## config.mk

```make
export PLATFORM = sky130hd
export DESIGN_NAME = cpu_test_sequencer
export DESIGN_NICKNAME = d
export VERILOG_FILES = /design/src/rtl/cpu_test_sequencer.sv
export SDC_FILE = /design/constraint.sdc
export NUM_CORES = 1
export LEC_CHECK = 0
export CAP_MARGIN = 20
export CORE_MARGIN = 5
export CORE_UTILIZATION = 40
export CTS_CLUSTER_DIAMETER = 150
export DETAILED_ROUTE_END_ITERATION = 6
export GPL_TIMING_DRIVEN = 0
export HOLD_SLACK_MARGIN = 0.03
export PLACE_DENSITY_LB_ADDON = 0.3
export SYNTH_ARGS = -nofsm -noshare
export SYNTH_HDL_FRONTEND = slang
export SYNTH_SLANG_ARGS = --single-unit
```

## constraint.sdc

```tcl
create_clock -name Clock -period 3 [get_ports Clock]
set_clock_uncertainty 0.05 [all_clocks]
set_input_delay 0.45 -clock Clock [delete_from_list [all_inputs] [get_ports Clock]]
set_output_delay 0.45 -clock Clock [all_outputs]
set_load 0.01 [all_outputs]
```

## src/rtl/cpu_test_sequencer.sv

```systemverilog
// Test sequencer: holds a CPU in reset, streams a stimulus table out over a UART, then checks the response bytes.
// Optional build macro SEQ_STALL_INJECT_EN enables periodic CpuStall pulses during the run phase.
module cpu_test_sequencer #(
    parameter int DATA_WIDTH   = 8,
    parameter int STIM_DEPTH   = 16,
    parameter int EXP_DEPTH    = 16,
    parameter int RESET_CYCLES = 30,
    parameter int RUN_CYCLES   = 1000,
    parameter int STALL_PERIOD = 8
) (
    input  logic                                                          Clock,
    input  logic                                                          Reset,
    input  logic                                                          Start,
    input  logic                                                          LoadWe,
    input  logic                                                          LoadSel,
    input  logic [$clog2((STIM_DEPTH > EXP_DEPTH) ? STIM_DEPTH : EXP_DEPTH)-1:0] LoadAddr,
    input  logic [DATA_WIDTH-1:0]                                         LoadData,
    input  logic [$clog2(STIM_DEPTH):0]                                   StimCount,
    input  logic [$clog2(EXP_DEPTH):0]                                    ExpCount,
    output logic                                                          CpuReset,
    output logic                                                          CpuStall,
    output logic [DATA_WIDTH-1:0]                                         DataIn,
    output logic                                                          DataInValid,
    input  logic                                                          DataInReady,
    input  logic [DATA_WIDTH-1:0]                                         DataOut,
    input  logic                                                          DataOutValid,
    output logic                                                          DataOutReady,
    output logic                                                          Busy,
    output logic                                                          Done,
    output logic                                                          Pass,
    output logic [7:0]                                                    ErrCount,
    output logic [$clog2(EXP_DEPTH):0]                                    RxCount
);

    localparam int SAW = $clog2(STIM_DEPTH);
    localparam int EAW = $clog2(EXP_DEPTH);
    localparam int SCW = SAW + 1;
    localparam int ECW = EAW + 1;
    localparam int HCW = $clog2(RESET_CYCLES + 1);
    localparam int TCW = $clog2(RUN_CYCLES + 1);

    generate
        if (DATA_WIDTH < 1 || STIM_DEPTH < 2 || EXP_DEPTH < 2 || RESET_CYCLES < 1 ||
            RUN_CYCLES < 1 || STALL_PERIOD < 2) begin : g_bad_params
            $error("cpu_test_sequencer: unsupported parameter set");
        end
    endgenerate

    typedef enum logic [2:0] {
        S_IDLE,
        S_HOLD,
        S_SEND,
        S_RUN,
        S_DONE
    } state_t;

    state_t                  state;
    logic [1:0]              rst_pipe;
    logic                    rst_n;
    logic [DATA_WIDTH-1:0]   stim_mem [STIM_DEPTH];
    logic [DATA_WIDTH-1:0]   exp_mem  [EXP_DEPTH];
    logic [HCW-1:0]          hold_cnt;
    logic [TCW-1:0]          run_cnt;
    logic [TCW-1:0]          run_cnt_next;
    logic [SCW-1:0]          idx;
    logic [SCW-1:0]          idx_inc;
    logic                    send_last;
    logic                    rx_accept;
    logic                    rx_expected;
    logic                    rx_error;
    logic [DATA_WIDTH-1:0]   exp_byte;
    logic [7:0]              err_next;
    logic [ECW-1:0]          rx_next;
    logic                    run_exit;
    logic                    stall_now;

    // Assert asynchronously, release after two clock edges.
    always_ff @(posedge Clock or negedge Reset) begin
        if (!Reset) begin
            rst_pipe <= '0;
        end else begin
            rst_pipe <= {rst_pipe[0], 1'b1};
        end
    end
    assign rst_n = rst_pipe[1];

    // Tables have no reset so their contents survive a mid-run reset.
    always_ff @(posedge Clock) begin
        if (LoadWe && !LoadSel && (int'(LoadAddr) < STIM_DEPTH)) begin
            stim_mem[LoadAddr[SAW-1:0]] <= LoadData;
        end
        if (LoadWe && LoadSel && (int'(LoadAddr) < EXP_DEPTH)) begin
            exp_mem[LoadAddr[EAW-1:0]] <= LoadData;
        end
    end

    always_comb begin
        rx_accept   = DataOutValid && DataOutReady;
        rx_expected = (RxCount < ExpCount) && (RxCount < ECW'(EXP_DEPTH));
        exp_byte    = exp_mem[RxCount[EAW-1:0]];
        rx_error    = !rx_expected || (exp_byte != DataOut);

        err_next = ErrCount;
        if (rx_accept && rx_error && (ErrCount != 8'hFF)) begin
            err_next = ErrCount + 8'd1;
        end
        rx_next = RxCount;
        if (rx_accept && (RxCount != '1)) begin
            rx_next = RxCount + 1'b1;
        end

        run_cnt_next = run_cnt;
        if (!stall_now && (run_cnt != TCW'(RUN_CYCLES))) begin
            run_cnt_next = run_cnt + 1'b1;
        end

        // Early exit is level-based on the count, so ExpCount=0 only ends on timeout
        // and surplus bytes taken during SEND end the run on its first cycle.
        run_exit = (state == S_RUN) &&
                   ((run_cnt_next == TCW'(RUN_CYCLES)) ||
                    ((ExpCount != '0) && (rx_next >= ExpCount)));

        idx_inc   = idx + 1'b1;
        send_last = (idx_inc == StimCount);
    end

    always_ff @(posedge Clock or negedge rst_n) begin
        if (!rst_n) begin
            state        <= S_IDLE;
            CpuReset     <= 1'b1;
            DataIn       <= '0;
            DataInValid  <= 1'b0;
            DataOutReady <= 1'b0;
            Busy         <= 1'b0;
            Done         <= 1'b0;
            Pass         <= 1'b0;
            ErrCount     <= '0;
            RxCount      <= '0;
            hold_cnt     <= '0;
            run_cnt      <= '0;
            idx          <= '0;
        end else begin
            case (state)
                S_IDLE: begin
                    if (Start) begin
                        state    <= S_HOLD;
                        hold_cnt <= '0;
                        Busy     <= 1'b1;
                        CpuReset <= 1'b1;
                    end
                end
                S_HOLD: begin
                    if (hold_cnt == HCW'(RESET_CYCLES - 1)) begin
                        state        <= S_SEND;
                        CpuReset     <= 1'b0;
                        run_cnt      <= '0;
                        idx          <= '0;
                        DataIn       <= stim_mem[0];
                        DataInValid  <= (StimCount != '0);
                        DataOutReady <= 1'b1;
                    end else begin
                        hold_cnt <= hold_cnt + 1'b1;
                    end
                end
                S_SEND: begin
                    run_cnt  <= run_cnt_next;
                    ErrCount <= err_next;
                    RxCount  <= rx_next;
                    if (!DataInValid) begin
                        state <= S_RUN;
                    end else if (DataInReady) begin
                        if (send_last) begin
                            DataInValid <= 1'b0;
                            state       <= S_RUN;
                        end else begin
                            idx    <= idx_inc;
                            DataIn <= stim_mem[idx_inc[SAW-1:0]];
                        end
                    end
                end
                S_RUN: begin
                    run_cnt  <= run_cnt_next;
                    ErrCount <= err_next;
                    RxCount  <= rx_next;
                    if (run_exit) begin
                        state        <= S_DONE;
                        DataOutReady <= 1'b0;
                        Busy         <= 1'b0;
                        Done         <= 1'b1;
                        Pass         <= (err_next == 8'd0) && (rx_next == ExpCount);
                    end
                end
                S_DONE: begin
                    if (Start) begin
                        state    <= S_HOLD;
                        hold_cnt <= '0;
                        CpuReset <= 1'b1;
                        Busy     <= 1'b1;
                        Done     <= 1'b0;
                        Pass     <= 1'b0;
                        ErrCount <= '0;
                        RxCount  <= '0;
                        idx      <= '0;
                        run_cnt  <= '0;
                    end
                end
                default: state <= S_IDLE;
            endcase
        end
    end

`ifdef SEQ_STALL_INJECT_EN
    localparam int SPW = $clog2(STALL_PERIOD);

    logic [SPW-1:0] stall_cnt;
    logic           stall_q;

    always_ff @(posedge Clock or negedge rst_n) begin
        if (!rst_n) begin
            stall_cnt <= '0;
            stall_q   <= 1'b0;
        end else if ((state == S_RUN) && !run_exit) begin
            if (stall_cnt == SPW'(STALL_PERIOD - 1)) begin
                stall_cnt <= '0;
                stall_q   <= 1'b1;
            end else begin
                stall_cnt <= stall_cnt + 1'b1;
                stall_q   <= 1'b0;
            end
        end else begin
            stall_cnt <= '0;
            stall_q   <= 1'b0;
        end
    end
    assign stall_now = stall_q;
`else
    assign stall_now = 1'b0;
`endif

    assign CpuStall = stall_now;

endmodule

```

; After elaboration in Yosys (flattened, before gate mapping)
; Memory sizes are Yosys's and may differ from the RTL's.
; Index checks and enable logic that the tools add are counted.
[totals]
regBits = 52
ramBits = 256
in_bits = 37
word_cells = 135
n_memories = 2
output_inout_bits = 28
[classes]
n_lt_le_gt_ge = 3
n_addsub = 5
muxes = 50
n_reduce_logical = 39
eq_ne = 22
[mem_list]
columns = memory, words, word_bits, read_ports, rd_clocked_by_memory_dff, write_ports, line_no
row1 = exp_mem, 16, 8, 1, 0, 1, 61  ; logic [DATA_WIDTH-1:0] exp_mem [EXP_DEPTH];
row2 = stim_mem, 16, 8, 2, 0, 1, 60  ; logic [DATA_WIDTH-1:0] stim_mem [STIM_DEPTH];
[ops]
columns = cell, n
row1 = $mux 8, 6
row2 = $mux 5, 7
row3 = $pmux 8 s2, 2
row4 = $mux 10, 3
row5 = $pmux 10 s3, 1
row6 = $pmux 5 s2, 2
row7 = $mux 3, 6
row8 = $reduce_and 3->1, 6
row9 = $add 5x1->5 const B, 3
row10 = $mux 1, 15
row11 = $pmux 5 s3, 1
row12 = $ne 2x2->1 const B, 7
row13 = $pmux 1 s2, 6
row14 = $pmux 3 s4, 1
row15 = $reduce_bool 2->1, 6
row16 = $add 10x1->10 const B, 1
row17 = $eq 10x10->1 const B, 1
row18 = $eq 5x5->1, 2
row19 = $logic_and 1x1->1, 10
row20 = $ne 10x10->1 const B, 1
row21 = $reduce_and 5->1, 2
row22 = $reduce_bool 5->1, 2
row23 = $add 8x1->8 const B, 1
row24 = $logic_not 8->1, 1
row25 = 19 further kinds, 26

; Depth between registers and ports, before layout
[logic_depth]
word_depth = 11
mapped_depth = 16
ltp_nobuf = 15

; Worst setup path before layout
; Ideal clock, no wire load.
[synth_path]
kind = reg-to-reg
from = register RxCount[2]
to = register state[0]
required_ns = 2.885
setup_time_ns = 0.065
path_stages_with_launch = 15
path_slack_ns = -0.400
t_arrival_ns = 3.285
synth_period_minus_slack_ns = 3.400
path_buffers = 2
cell_sequence = dfrtp_1 buf_2 buf_1 and3_1 ha_1 nor2_1 mux2_2 ha_1 a21o_1 a21o_1 a21o_1 a21oi_1 o21ai_0 a211oi_1 o21a_1
[synth_between]
elab_chain_len = 9
elab_cells_between_ends = 10
classes_between = add/sub: 1 / order compare: 1 / eq/ne: 2 / mux: 1 / reduce/logical: 5
[synth_lines]
columns = item, line_no
row1 = start: declaration, 32  ; output logic [$clog2(EXP_DEPTH):0] RxCount
row2 = start signal: assignment, 168  ; RxCount <= rx_next;
row3 = start signal: assignment, 184  ; RxCount <= rx_next;
row4 = "parallel branches: the longest is 2 deep, another holds $add 5x1->5", --
row5 = $mux 5 (*), 108  ; if (rx_accept && (RxCount != '1)) begin
row6 = $ge 5x5->1 (*), 121  ; ((ExpCount != '0) && (rx_next >= ExpCount)));
row7 = $logic_and 1x1->1 (*), 121
row8 = $logic_or 1x1->1 (*), 120  ; ((run_cnt_next == TCW'(RUN_CYCLES)) ||
row9 = $logic_and 1x1->1 (*), 119  ; run_exit = (state == S_RUN) &&
row10 = $ne 2x2->1 (no line) (*), --
row11 = $reduce_and 5->1 (no line) (*), --
row12 = end signal: assignment, 129  ; state <= S_IDLE;
row13 = end signal: assignment, 146  ; state <= S_HOLD;
row14 = end signal: assignment, 154  ; state <= S_SEND;
row15 = end: declaration, 57  ; state_t state;
; Every way passes the cells marked *.
; A chain may end at the register's enable or synchronous reset.

; Final worst setup path
[layout_path]
from = register RxCount[0]
to = register Pass
[layout_between]
elab_chain_len = 11
elab_cells_between_ends = 25
classes_between = add/sub: 1 / order compare: 3 / eq/ne: 4 / mux: 4 / reduce/logical: 12 / memory: 1
[layout_lines]
columns = item, line_no
row1 = "parallel branches: the longest is 11 deep, another holds $mem_v2 16x8", --
row2 = end signal: assignment, 190  ; Pass <= (err_next == 8'd0) && (rx_next == ExpCount);
row3 = end: declaration, 30  ; output logic Pass,
; Parallel ways; which one is timed is not known. The select of a mux whose other input is x is not followed.

==> impl_metrics.py <==
metrics = {
    "run": {
        "drv_cap": 0,
    },
    "synthesis": {
        "yosys.area.top_type_share_pct": 57.51,
        "syn_area_um2": 13370,
        "synthTopCellsByArea": "edfxtp_1 (58%), dfrtp_1 (9.5%), mux4_2 (9.3%)",
        "ys_ff_latch": 308,
        "synth-edff-count": 256,
        "synth_nets": 918,
        "avgSynthCellArea_um2": 15.47,
        "yosysSeqAreaShare_pct": 67.25,
        "yosysMostFrequentCell": "edfxtp_1",
        "synth_ff_type": "edfxtp_1",
        "yosysTopAreaCell": "edfxtp_1",
        "synth_warnings": 0,
        "synth_common_cells": "edfxtp_1 (256), nor2_1 (57), mux4_2 (55), nand2_1 (55), mux2i_1 (52)",
        "synth_cell_types": 60,
        "synthCells": 864,
        "async_flop_share_pct": 16.88,
    },
    "timing": {
        "setup_ws_ps": -24.19,
        "slew_headroom_pct": 29.69,
        "max_freq_ghz": 0.3307,
        "fin_crit_sh_pct": 100.8,
        "rsz0062_at_grt": "true",
        "hold_viol": 0,
        "setup_viol": 1,
        "worst_pin_slew_ps": 1051,
        "fin_crit_ps": 3024,
        "drv_slew": 0,
    },
    "global_routing": {
        "grt_util_all_layers_pct": 16.72,
        "grt_first_pass_wirelength_mm": 47.55,
        "grt_max_degree": 33,
        "grt_pass1_vias": 7965,
        "antenna_found_initial": 0,
        "grt_overflow": 0,
    },
    "layout": {
        "finish.utilization_pct": 49.22,
        "instances_no_fill": 1463,
        "area_growth_pct": 22.54,
        "fill_cells": 2811,
        "antenna_cells": 0,
        "drive_gt1_share_pct": 20.39,
        "nNetsFinal": 1046,
    },
    "die": {
        "dieWidth_um": 192.8,
        "io_pins": 65,
        "initial_core_util_pct": 40.17,
        "die_h_um": 192.8,
        "core-area_um2": 33280,
        "fp.dieArea_um2": 37180,
        "num_rows": 67,
    },
    "critical_path": {
        "arrival_ps": 3360,
        "rr_worst_depth": 11,
        "start_kind": "register",
        "critPathLaunch": "RxCount[0]",
        "crit_path_max_fanout": 10,
        "regToRegEndpoint": "Pass",
        "regToRegSetupSlack_ps": -20,
        "rr_startpoint": "RxCount[0]",
        "cp.required_ps": 3340,
        "worstSetupEndpointType": "register",
        "critPathKind": "register to register",
        "cp-endpoint": "Pass",
    },
    "drt": {
        "wl_per_cell_um": 21.02,
        "wl_met1_mm": 13.44,
        "drc": 0,
        "first_pass_iters": 5,
        "initialDrtViolationCount": 759,
        "viasPerCell": 5.439,
        "maxUsedRoutingLayer": "met4",
        "routed_wl_mm": 30.76,
        "wl_met2_mm": 14.86,
        "route.met3.wl_mm": 1.845,
        "ant_nets": 0,
        "vias": 7957,
    },
    "outcome": {
        "status": "complete, but fails checks",
        "violations": "setup timing",
    },
    "clock_tree": {
        "cts-buffers-inserted": 34,
        "clk-insertion-delay-late_ps": 520,
        "clock_sinks": 308,
        "clk_pin_slew_ps": 60,
        "cts_root_buf": "clkbuf_16",
        "clk_path_buf_depth": 3,
        "htreeDepth": 2,
        "cts_tree": "yes",
    },
    "placed_design": {
        "port_buffers": 63,
        "gp_congestion": 0.8498,
        "hpwl_mm": 20.42,
        "placed_cells": 1380,
    },
    "pwr": {
        "power_leakage_uw": 0.005550,
        "ir_worst_vdd_mv": 0.3585,
        "power.density_nw_per_um2": 772.2,
    },
    "worst_hold_path": {
        "min_path_type": "register to asynchronous set/reset pin",
    },
}
[per-layer routing]
metal  vias up  track usage (%)
met5         -                0
met4         0            4.635
met3        44            3.202
met2       225            27.08
met1      4045            23.26
li1       3643                -
[critical path, stage by stage, from the launching register on]
cell	delay, ps
dfrtp_2	440
buf_6	200
mux4_2	550
and4b_1	220
nor4_2	330
nand3_1	150
o211a_4	200
buf_4	150
a31oi_4	220
mux2i_1	200
a21o_1	120
o21ai_1	50
[worst min path at each step]
stage	to	from	cells after the start	slack [ps]
3_5_place_dp	hold_cnt[4]	rst_pipe[1]	0	200
5_1_grt	hold_cnt[2]	rst_pipe[1]	0	240
2_1_floorplan	rst_pipe[0]	Reset	0	100
4_1_cts	hold_cnt[4]	rst_pipe[1]	0	210
3_3_place_gp	rst_pipe[1]	rst_pipe[0]	0	290
6_report	hold_cnt[4]	rst_pipe[1]	0	180
[state kept, by name, indices dropped and copies added (netlist names)]
signal,cells
Busy,1
CpuReset,1
DataIn,8
DataInValid,1
DataOutReady,1
Done,1
ErrCount,8
Pass,1
RxCount,5
exp_mem,128
hold_cnt,5
idx,5
rst_pipe,2
run_cnt,10
state,3
stim_mem,128
[cell families after synthesis]
family	count (synthesis)	share of synthesized area, %
compound gates	141	6.805
xor+xnor	22	1.498
flops	308	67.25
buf+inv	59	1.900
other cells	2	0.05618
simple gates	206	7.572
fa+ha+maj	17	1.591
mux	109	13.33
[per-stage QoR]
stage | area, µm² | TNS (ps) | power (µW) | setup WS (ps) | hold slack, ps
3_5_place_dp | 14690 | -10600 | 8266 | -739.6 | 196.2
6_report | 16380 | -24.19 | 12650 | -24.19 | 181.3
2_1_floorplan | 13400 | 0 | 7216 | 0.6950 | 104.4
4_1_cts | 16150 | -103.6 | 12640 | -44.62 | 205.4
5_1_grt | 16380 | -854.8 | 13220 | -158.6 | 236.4
3_3_place_gp | 14590 | -13480 | 8216 | -699.7 | 286.1
[power breakdown]
group | total, µW | switching, µW | internal [µW]
Sequential | 5080 | 214 | 4870
Clock | 4100 | 1660 | 2440
Combinational | 3470 | 1780 | 1690
Total | 12600 | 3650 | 9000
[cell usage in the layout, fill, tap and decap left out, types with 4 or more instances in the layout]
cell type        netlist  layout
mux2i_1               52      50
a21o_1                 9       9
buf_6                  1      11
clkinv_1               0       4
clkbuf_16              0      35
o31ai_1               11      10
clkinv_2               0       5
buf_4                  5      18
a22oi_1               18      14
dfrtp_2                0       5
or3_1                  4       4
o21ai_0               45      38
nor4_1                 7       5
clkbuf_1              25      22
dfrtp_1               51      46
xor2_1                11      10
a31oi_1                7       5
a22o_1                 4       4
bufinv_16              0       4
nor2b_1                6       6
edfxtp_1             256     256
nand2_1               55      55
nand2b_1               8       8
nand3_1               27      26
a22oi_2                0       4
or4_1                  4       4
nor3_1                 6       6
inv_1                 19      19
nand4_1                8       8
clkdlybuf4s50_1        0      63
and2_1                 5       4
a21oi_1               22      19
clkbuf_2               0       7
buf_12                 0       4
buf_8                  0       5
xnor2_1               10       9
nor2_1                57      55
ha_1                  17      14
mux4_2                55      55
o21ai_1                3       8
[area by class of cell]
type	count	area [µm²]	area share [%]
clock inverters	17	202.7	1.237
plain buffers	37	261.5	1.596
clock buffers	42	880.8	5.377
flip-flops and latches	308	8996	54.92
multi-input cells	497	4387	26.78
inverters	19	71.32	0.4354
repair buffers	95	1021	6.233
well taps	448	560.5	3.422
[timing repair]
item / 4_1_cts / 5_1_grt
resized for setup: 55 / 28
endpoints found under the setup margin: 28 / 28
buffers inserted: 17 / 3
pin swaps: 12 / 9
hold buffers: 1 / 0
endpoints found under the hold margin: 2 / 0
No activity file was read; power rests on OpenSTA's default activity.
